**config.mk**
```make
export PLATFORM = sky130hd
export DESIGN_NAME = bin2bcd_disp_feed
export DESIGN_NICKNAME = d
export VERILOG_FILES = /design/src/rtl/bin2bcd_disp_feed.sv
export SDC_FILE = /design/constraint.sdc
export NUM_CORES = 1
export LEC_CHECK = 0
export ABC_AREA = 1
export ABC_CLOCK_PERIOD_IN_PS = 4600
export CELL_PAD_IN_SITES_DETAIL_PLACEMENT = 0
export CELL_PAD_IN_SITES_GLOBAL_PLACEMENT = 1
export CORE_ASPECT_RATIO = 0.75
export CORE_MARGIN = 1
export CORE_UTILIZATION = 42
export CTS_CLUSTER_DIAMETER = 60
export DETAILED_ROUTE_END_ITERATION = 7
export PLACE_DENSITY_LB_ADDON = 0.1
export SKIP_LAST_GASP = 1
export SLEW_MARGIN = 5
export SYNTH_ARGS = -nofsm -noshare
export SYNTH_HDL_FRONTEND = slang
export SYNTH_SLANG_ARGS = --single-unit
export TNS_END_PERCENT = 30
```
**constraint.sdc**
```tcl
create_clock -name CLK_100 -period 4.6 [get_ports CLK_100]
set_clock_uncertainty 0.05 [all_clocks]
set_input_delay 0.69 -clock CLK_100 [delete_from_list [all_inputs] [get_ports CLK_100]]
set_output_delay 0.69 -clock CLK_100 [all_outputs]
set_load 0.02 [all_outputs]
```
**src/rtl/bin2bcd_disp_feed.sv**
```systemverilog
// bin2bcd_disp_feed
// Iterative binary-to-BCD converter (shift-add-3, one input bit per clock)
// that feeds an 8-digit multiplexed 7-segment driver. It converts an
// unsigned count into 8 BCD nibbles plus a leading-zero blank mask.
// Display-facing outputs are registers that change only in the cycle a
// conversion completes, so the display never shows a partial result.
//
// Handshake: START is a request level sampled only while idle (BUSY=0).
// The edge that samples START=1 in IDLE accepts the request and captures
// DIN. BUSY is high from the cycle after acceptance until the result is
// written. DONE pulses high for exactly one cycle, and HEX_OUT, BLANK_OUT
// and OVF carry the new result in that same cycle. A START seen while BUSY
// is dropped, not queued. START may be held high to convert back to back,
// one result every DIN_W+2 clocks.

module bin2bcd_disp_feed #(
  parameter int DIN_W  = 27,   // legal range 1..27
  parameter bit LZB_EN = 1'b1  // 1: leading-zero blanking, 0: BLANK_OUT = 0
) (
  input  logic             CLK_100,
  input  logic             RST_N,
  input  logic             START,
  input  logic [DIN_W-1:0] DIN,
  output logic             BUSY,
  output logic             DONE,
  output logic             OVF,
  output logic [31:0]      HEX_OUT,
  output logic [7:0]       BLANK_OUT,
  output logic [1:0]       dbg_state
);

  typedef enum logic [1:0] {
    ST_IDLE  = 2'd0,
    ST_CONV  = 2'd1,
    ST_LATCH = 2'd2
  } state_t;

  // Largest value that fits in eight decimal digits.
  localparam logic [31:0] DEC_MAX   = 32'd99_999_999;
  localparam logic [7:0]  BLANK_RST = LZB_EN ? 8'hFE : 8'h00;
  localparam logic [4:0]  LAST_STEP = 5'(DIN_W - 1);

  state_t             state;
  state_t             state_nxt;

  logic [31:0]        bcd;      // BCD half of the shift register
  logic [DIN_W-1:0]   bin;      // binary half of the shift register
  logic [4:0]         cnt;      // completed conversion steps
  logic               ovf_cap;  // saturation flag for the value in flight

  logic [31:0]        din_ext;
  logic               din_ovf;
  logic [DIN_W-1:0]   din_sat;
  logic [27:0]        low_adj;
  logic [31:0]        bcd_step;
  logic [7:0]         blank_nxt;
  logic               zero_run;

  // Saturate out-of-range input at capture time. For DIN_W < 27, DIN can
  // never exceed DEC_MAX, so the compare folds away.
  assign din_ext = 32'(DIN);
  assign din_ovf = (din_ext > DEC_MAX);
  assign din_sat = din_ovf ? DEC_MAX[DIN_W-1:0] : DIN;

  // Add 3 to each of the low seven nibbles that are >= 5, before the shift.
  // Results never exceed 99_999_999, so the top nibble is at most 4 before
  // any shift and never needs adjusting. The bit that shifts out of it is
  // therefore always 0.
  always_comb begin
    low_adj = '0;
    for (int i = 0; i < 7; i++) begin
      if (bcd[4*i +: 4] >= 4'd5) begin
        low_adj[4*i +: 4] = bcd[4*i +: 4] + 4'd3;
      end else begin
        low_adj[4*i +: 4] = bcd[4*i +: 4];
      end
    end
  end

  // One conversion step: the adjusted BCD shifts left and takes in the
  // binary MSB.
  assign bcd_step = {bcd[30:28], low_adj, bin[DIN_W-1]};

  // Leading-zero mask: digit i is blanked when digits i..7 are all zero.
  // Digit 0 always shows, so a value of 0 displays "0".
  always_comb begin
    blank_nxt = 8'h00;
    zero_run  = 1'b1;
    if (LZB_EN) begin
      for (int i = 7; i >= 1; i--) begin
        zero_run     = zero_run & (bcd[4*i +: 4] == 4'd0);
        blank_nxt[i] = zero_run;
      end
    end
  end

  // State register.
  always_ff @(posedge CLK_100) begin
    if (!RST_N) begin
      state <= ST_IDLE;
    end else begin
      state <= state_nxt;
    end
  end

  // Next-state logic: IDLE -> CONV for DIN_W steps -> LATCH -> IDLE.
  always_comb begin
    state_nxt = state;
    case (state)
      ST_IDLE:  if (START) state_nxt = ST_CONV;
      ST_CONV:  if (cnt == LAST_STEP) state_nxt = ST_LATCH;
      ST_LATCH: state_nxt = ST_IDLE;
      default:  state_nxt = ST_IDLE;
    endcase
  end

  // Datapath: capture, iterate, then publish the result with a DONE pulse.
  always_ff @(posedge CLK_100) begin
    if (!RST_N) begin
      bcd       <= '0;
      bin       <= '0;
      cnt       <= '0;
      ovf_cap   <= 1'b0;
      DONE      <= 1'b0;
      OVF       <= 1'b0;
      HEX_OUT   <= '0;
      BLANK_OUT <= BLANK_RST;
    end else begin
      DONE <= 1'b0;
      case (state)
        ST_IDLE: begin
          if (START) begin
            bcd     <= '0;
            bin     <= din_sat;
            ovf_cap <= din_ovf;
            cnt     <= '0;
          end
        end
        ST_CONV: begin
          bcd <= bcd_step;
          bin <= bin << 1;
          cnt <= cnt + 5'd1;
        end
        ST_LATCH: begin
          HEX_OUT   <= bcd;
          BLANK_OUT <= blank_nxt;
          OVF       <= ovf_cap;
          DONE      <= 1'b1;
        end
        default: begin
          DONE <= 1'b0;
        end
      endcase
    end
  end

  assign BUSY      = (state == ST_CONV) || (state == ST_LATCH);
  assign dbg_state = state;

endmodule

```
==> reports/results.env <==
OUTCOME='completed'
CTS_BUFFER_DEPTH=2
CRITICAL-PATH-SLOWEST-CELL='sky130_fd_sc_hd__inv_2'
FINAL_MAX_SLEW_VIOL_COUNT=0
POST_DRT_WL_PER_CELL_MICRONS=12.8
P_SW_FRAC=0.278
GRT_MAX_DEGREE=62
NUM_ANTENNA_CELLS=0
AVGVIACOUNTPERCELL=5.01
DETAILROUTE.VIA_COUNT=4766
CLKSINKCOUNT=108
CLOCK_POWER_SHARE=0.352
NUM-FILL-CELLS=1177
MIN_PATH_TYPE='reg2reg'
CRIT_PATH_START_KIND='flip-flop'
POST-ROUTE-DRC-COUNT=0
INSERTION_DELAY_NS=0.34
SYNTHESIS.YOSYS.WARNINGS=0
P_PER_AREA_nW_PER_UM2=345
MAX_FREQ_MHz=337
DIE-WIDTH_MICRONS=131
PLACEMENTROWS=34
SHARE_SEQ_OF_TOTAL_POWER=0.474
POST_ROUTE_CELLS_DRIVE_ABOVE_1_SHARE=0.0520
DPL.CELL_COUNT=935
INITIAL_UTILIZATION=0.441
CATEGORY_OF_THE_MOST_CRITICAL_SETUP_PATH='reg2reg'
POWER.LEAKAGE_uW=0.00258
CRITPATHMAXSTAGEDELAY_NS=0.74
FINAL-SETUP-VIOL-COUNT=0
POST_CTS.REPAIR.SETUP_BUFFERS=0
HOLD_PATH_DEPTH=2
CTS_MADE_BUFFERS=9
POST-DP-HPWL_MICRONS=8370
FINAL-INSTANCE-COUNT-EXCL-FILL=951
CLK_PIN_SLEW_WORST_PATHS_NS=0.07
SYNTH_NETS=788
LAYOUT.CELLS.MOST_COMMON='sky130_fd_sc_hd__nand2_1'
TIMING_HOLD_VIOLATIONS_FINAL=0
POST_SYNTH_INST_COUNT=733
SYNTH.AVG_CELL_AREA_SQ_UM=7.11
FINAL_ROUTED_WIRELENGTH_MICRONS=12100
SYNTH_SEQ_AREA_SHARE=0.415
GRT_USAGE=0.199
FIN_TNS_SETUP_NS=0
DRT_ITER0_MARKERS=214
WORSTPATHCELLLIST='inv_1 > ha_1 > buf_4 > inv_2 > o21ai_4 > inv_2 > buf_4 > nand2_1 > a21oi_1'
TIMING.CRITICAL_PATH.TO_TYPE='flip-flop'
SYNTH.FF_LATCH_COUNT=108
RR_WORST_DEPTH=9
UNREPAIRED_SETUP_ENDPOINTS_AFTER_GLOBAL_ROUTING='false'
IO_PINS=75
CTS_TREE='built'
SYN_AREA_SQ_UM=5210
COMBINATIONALPOWERSHARE=0.174
ARRIVAL_NS=3.19
TOTAL_SWITCHING_POWER_uW=602
FINAL_NET_COUNT=839
POWER.IR.VDD_WORST_mV=0.190
MAXCAPVIOLCOUNT=0
MAX_SLEW.WORST_PIN.SLEW_NS=0.974
PLACEMENT.IO_BUFFERS=73
P_INT_uW=1560
CTS_HOLD_BUFFERS=0
CHIPHEIGHT_MICRONS=98.5
FIRST_PASS_ITERS=4
FLOORPLAN.DIE_AREA_SQ_UM=12900
WORSTPATHMAXFANOUT=61
POST_ROUTE_ANTENNA_NET_VIOLATION_COUNT=0
CTS_HTREE_LEVELS=3
TIMING.FINAL.CRIT_SHARE=0.645
MAXSLEWHEADROOM=0.350
GLOBAL_ROUTE.OVERFLOW_TOTAL=0
SYNTH.LIB_CELLS_USED.DISTINCT=32
GLOBALPLACE.CONGESTION=0.836
CTS_RESIZED=0
GRT_ANTENNA_BEFORE_REPAIR=0
GRT_FIRST_PASS_WIRELENGTH_MICRONS=20400
MOST-COMMON-LAYOUT-CELLS='sky130_fd_sc_hd__nand2_1, sky130_fd_sc_hd__a21oi_1, sky130_fd_sc_hd__dfxtp_1, sky130_fd_sc_hd__nor2_1, sky130_fd_sc_hd__clkdlybuf4s50_1'
CLOCK_TREE.ROOT_CELL='sky130_fd_sc_hd__clkbuf_16'
CRIT_REQUIRED_NS=4.82
SYN_TO_FINAL_GROWTH_PCT=20.4
GRT_PASS1_VIAS=4241
CORE_AREA_SQ_UM=11800
POST-ROUTE-MIN-PERIOD_NS=2.97
[cell families after synthesis]
family,after synthesis,share of synthesized area
adder cells (fa/ha/maj),25,0.0600
AND/OR/NAND/NOR,305,0.245
AO/OA/AOI/OAI,197,0.199
flip-flops,108,0.415
buffers and inverters,96,0.0790
XOR/XNOR,1,0.00168
other,1,0.000720
[synthesized netlist by cell type (all sizes together)]
| cell type | count | area, sq um |
|---|---|---|
| nor2 | 102 | 388 |
| xor2 | 1 | 8.76 |
| dfxtp | 108 | 2160 |
| nand3 | 30 | 175 |
| o22ai | 1 | 6.26 |
| buf | 16 | 111 |
| a22oi | 1 | 7.51 |
| nor3 | 8 | 50.1 |
| ha | 25 | 313 |
| and3 | 1 | 6.26 |
| conb | 1 | 3.75 |
| nand2 | 153 | 584 |
| clkbuf | 22 | 82.6 |
| o2111ai | 2 | 17.5 |
| a211oi | 1 | 7.51 |
| or2 | 4 | 25.0 |
| nor3b | 2 | 15.0 |
| o211ai | 6 | 45.0 |
| a21oi | 117 | 597 |
| nand4 | 5 | 31.3 |
| o21ai | 69 | 357 |
| inv | 58 | 218 |
[final timing paths]
| check | from | endpoint | slack (ns) |
|---|---|---|---|
| worst min-delay path | bin[15] | bin[15] | 0.42 |
| worst max register to register | dbg_state[1] | bcd[10] | 1.63 |
| worst min register to register | bin[15] | bin[15] | 0.42 |
| worst max-delay path | dbg_state[1] | bcd[10] | 1.63 |
[area by class of cell]
| type | count | area (sq um) | share of cell area |
|---|---|---|---|
| Sequential cell | 108 | 2160 | 0.345 |
| Inverter | 58 | 218 | 0.0347 |
| Clock buffer | 12 | 236 | 0.0377 |
| Timing Repair Buffer | 78 | 768 | 0.122 |
| Tap cell | 162 | 203 | 0.0323 |
| Clock inverter | 4 | 50.0 | 0.00798 |
| Multi-Input combinational cell | 529 | 2640 | 0.420 |
[critical path: cells and delay by family, from the launching register on]
family	cells	cell delay (ns)
fa+ha+maj	1	0.18
flops	1	0.38
simple gates	1	0.08
buf+inv	5	1.84
compound gates	2	0.35
[state kept, by name (all words and copies together), names as in the netlist]
signal     flops
dbg_state      2
OVF            1
bcd           32
DONE           1
bin           27
ovf_cap        1
cnt            5
HEX_OUT       32
BLANK_OUT      7
[layer usage]
| metal | GRT usage | wire length, microns | up-vias |
|---|---|---|---|
| met5 | 0 | 0 | - |
| met4 | 0.0424 | 65 | 0 |
| met3 | 0.0423 | 402 | 6 |
| met2 | 0.293 | 5140 | 84 |
| met1 | 0.296 | 6530 | 2183 |
| li1 | - | - | 2493 |
[power groups by stage]
stage	sequential [uW]	combinational [uW]	clock, uW
2_1_floorplan	1070	225	0
3_3_place_gp	1050	375	0
3_5_place_dp	1050	379	0
4_1_cts	1030	380	778
5_1_grt	1030	422	819
6_report	1030	377	761
[per-stage QoR]
stage	hold WS (ns)	area (sq um)	setup WS, ns	total power [uW]	utilization
2_1_floorplan	0.389	5210	2.84	1300	-
3_3_place_gp	0.397	5990	1.71	1420	0.506
3_5_place_dp	0.407	5990	1.63	1430	0.506
4_1_cts	0.418	6270	1.62	2180	0.531
5_1_grt	0.435	6270	1.30	2270	0.531
6_report	0.416	6270	1.63	2160	0.531
Power figures use the tool's default switching activity.
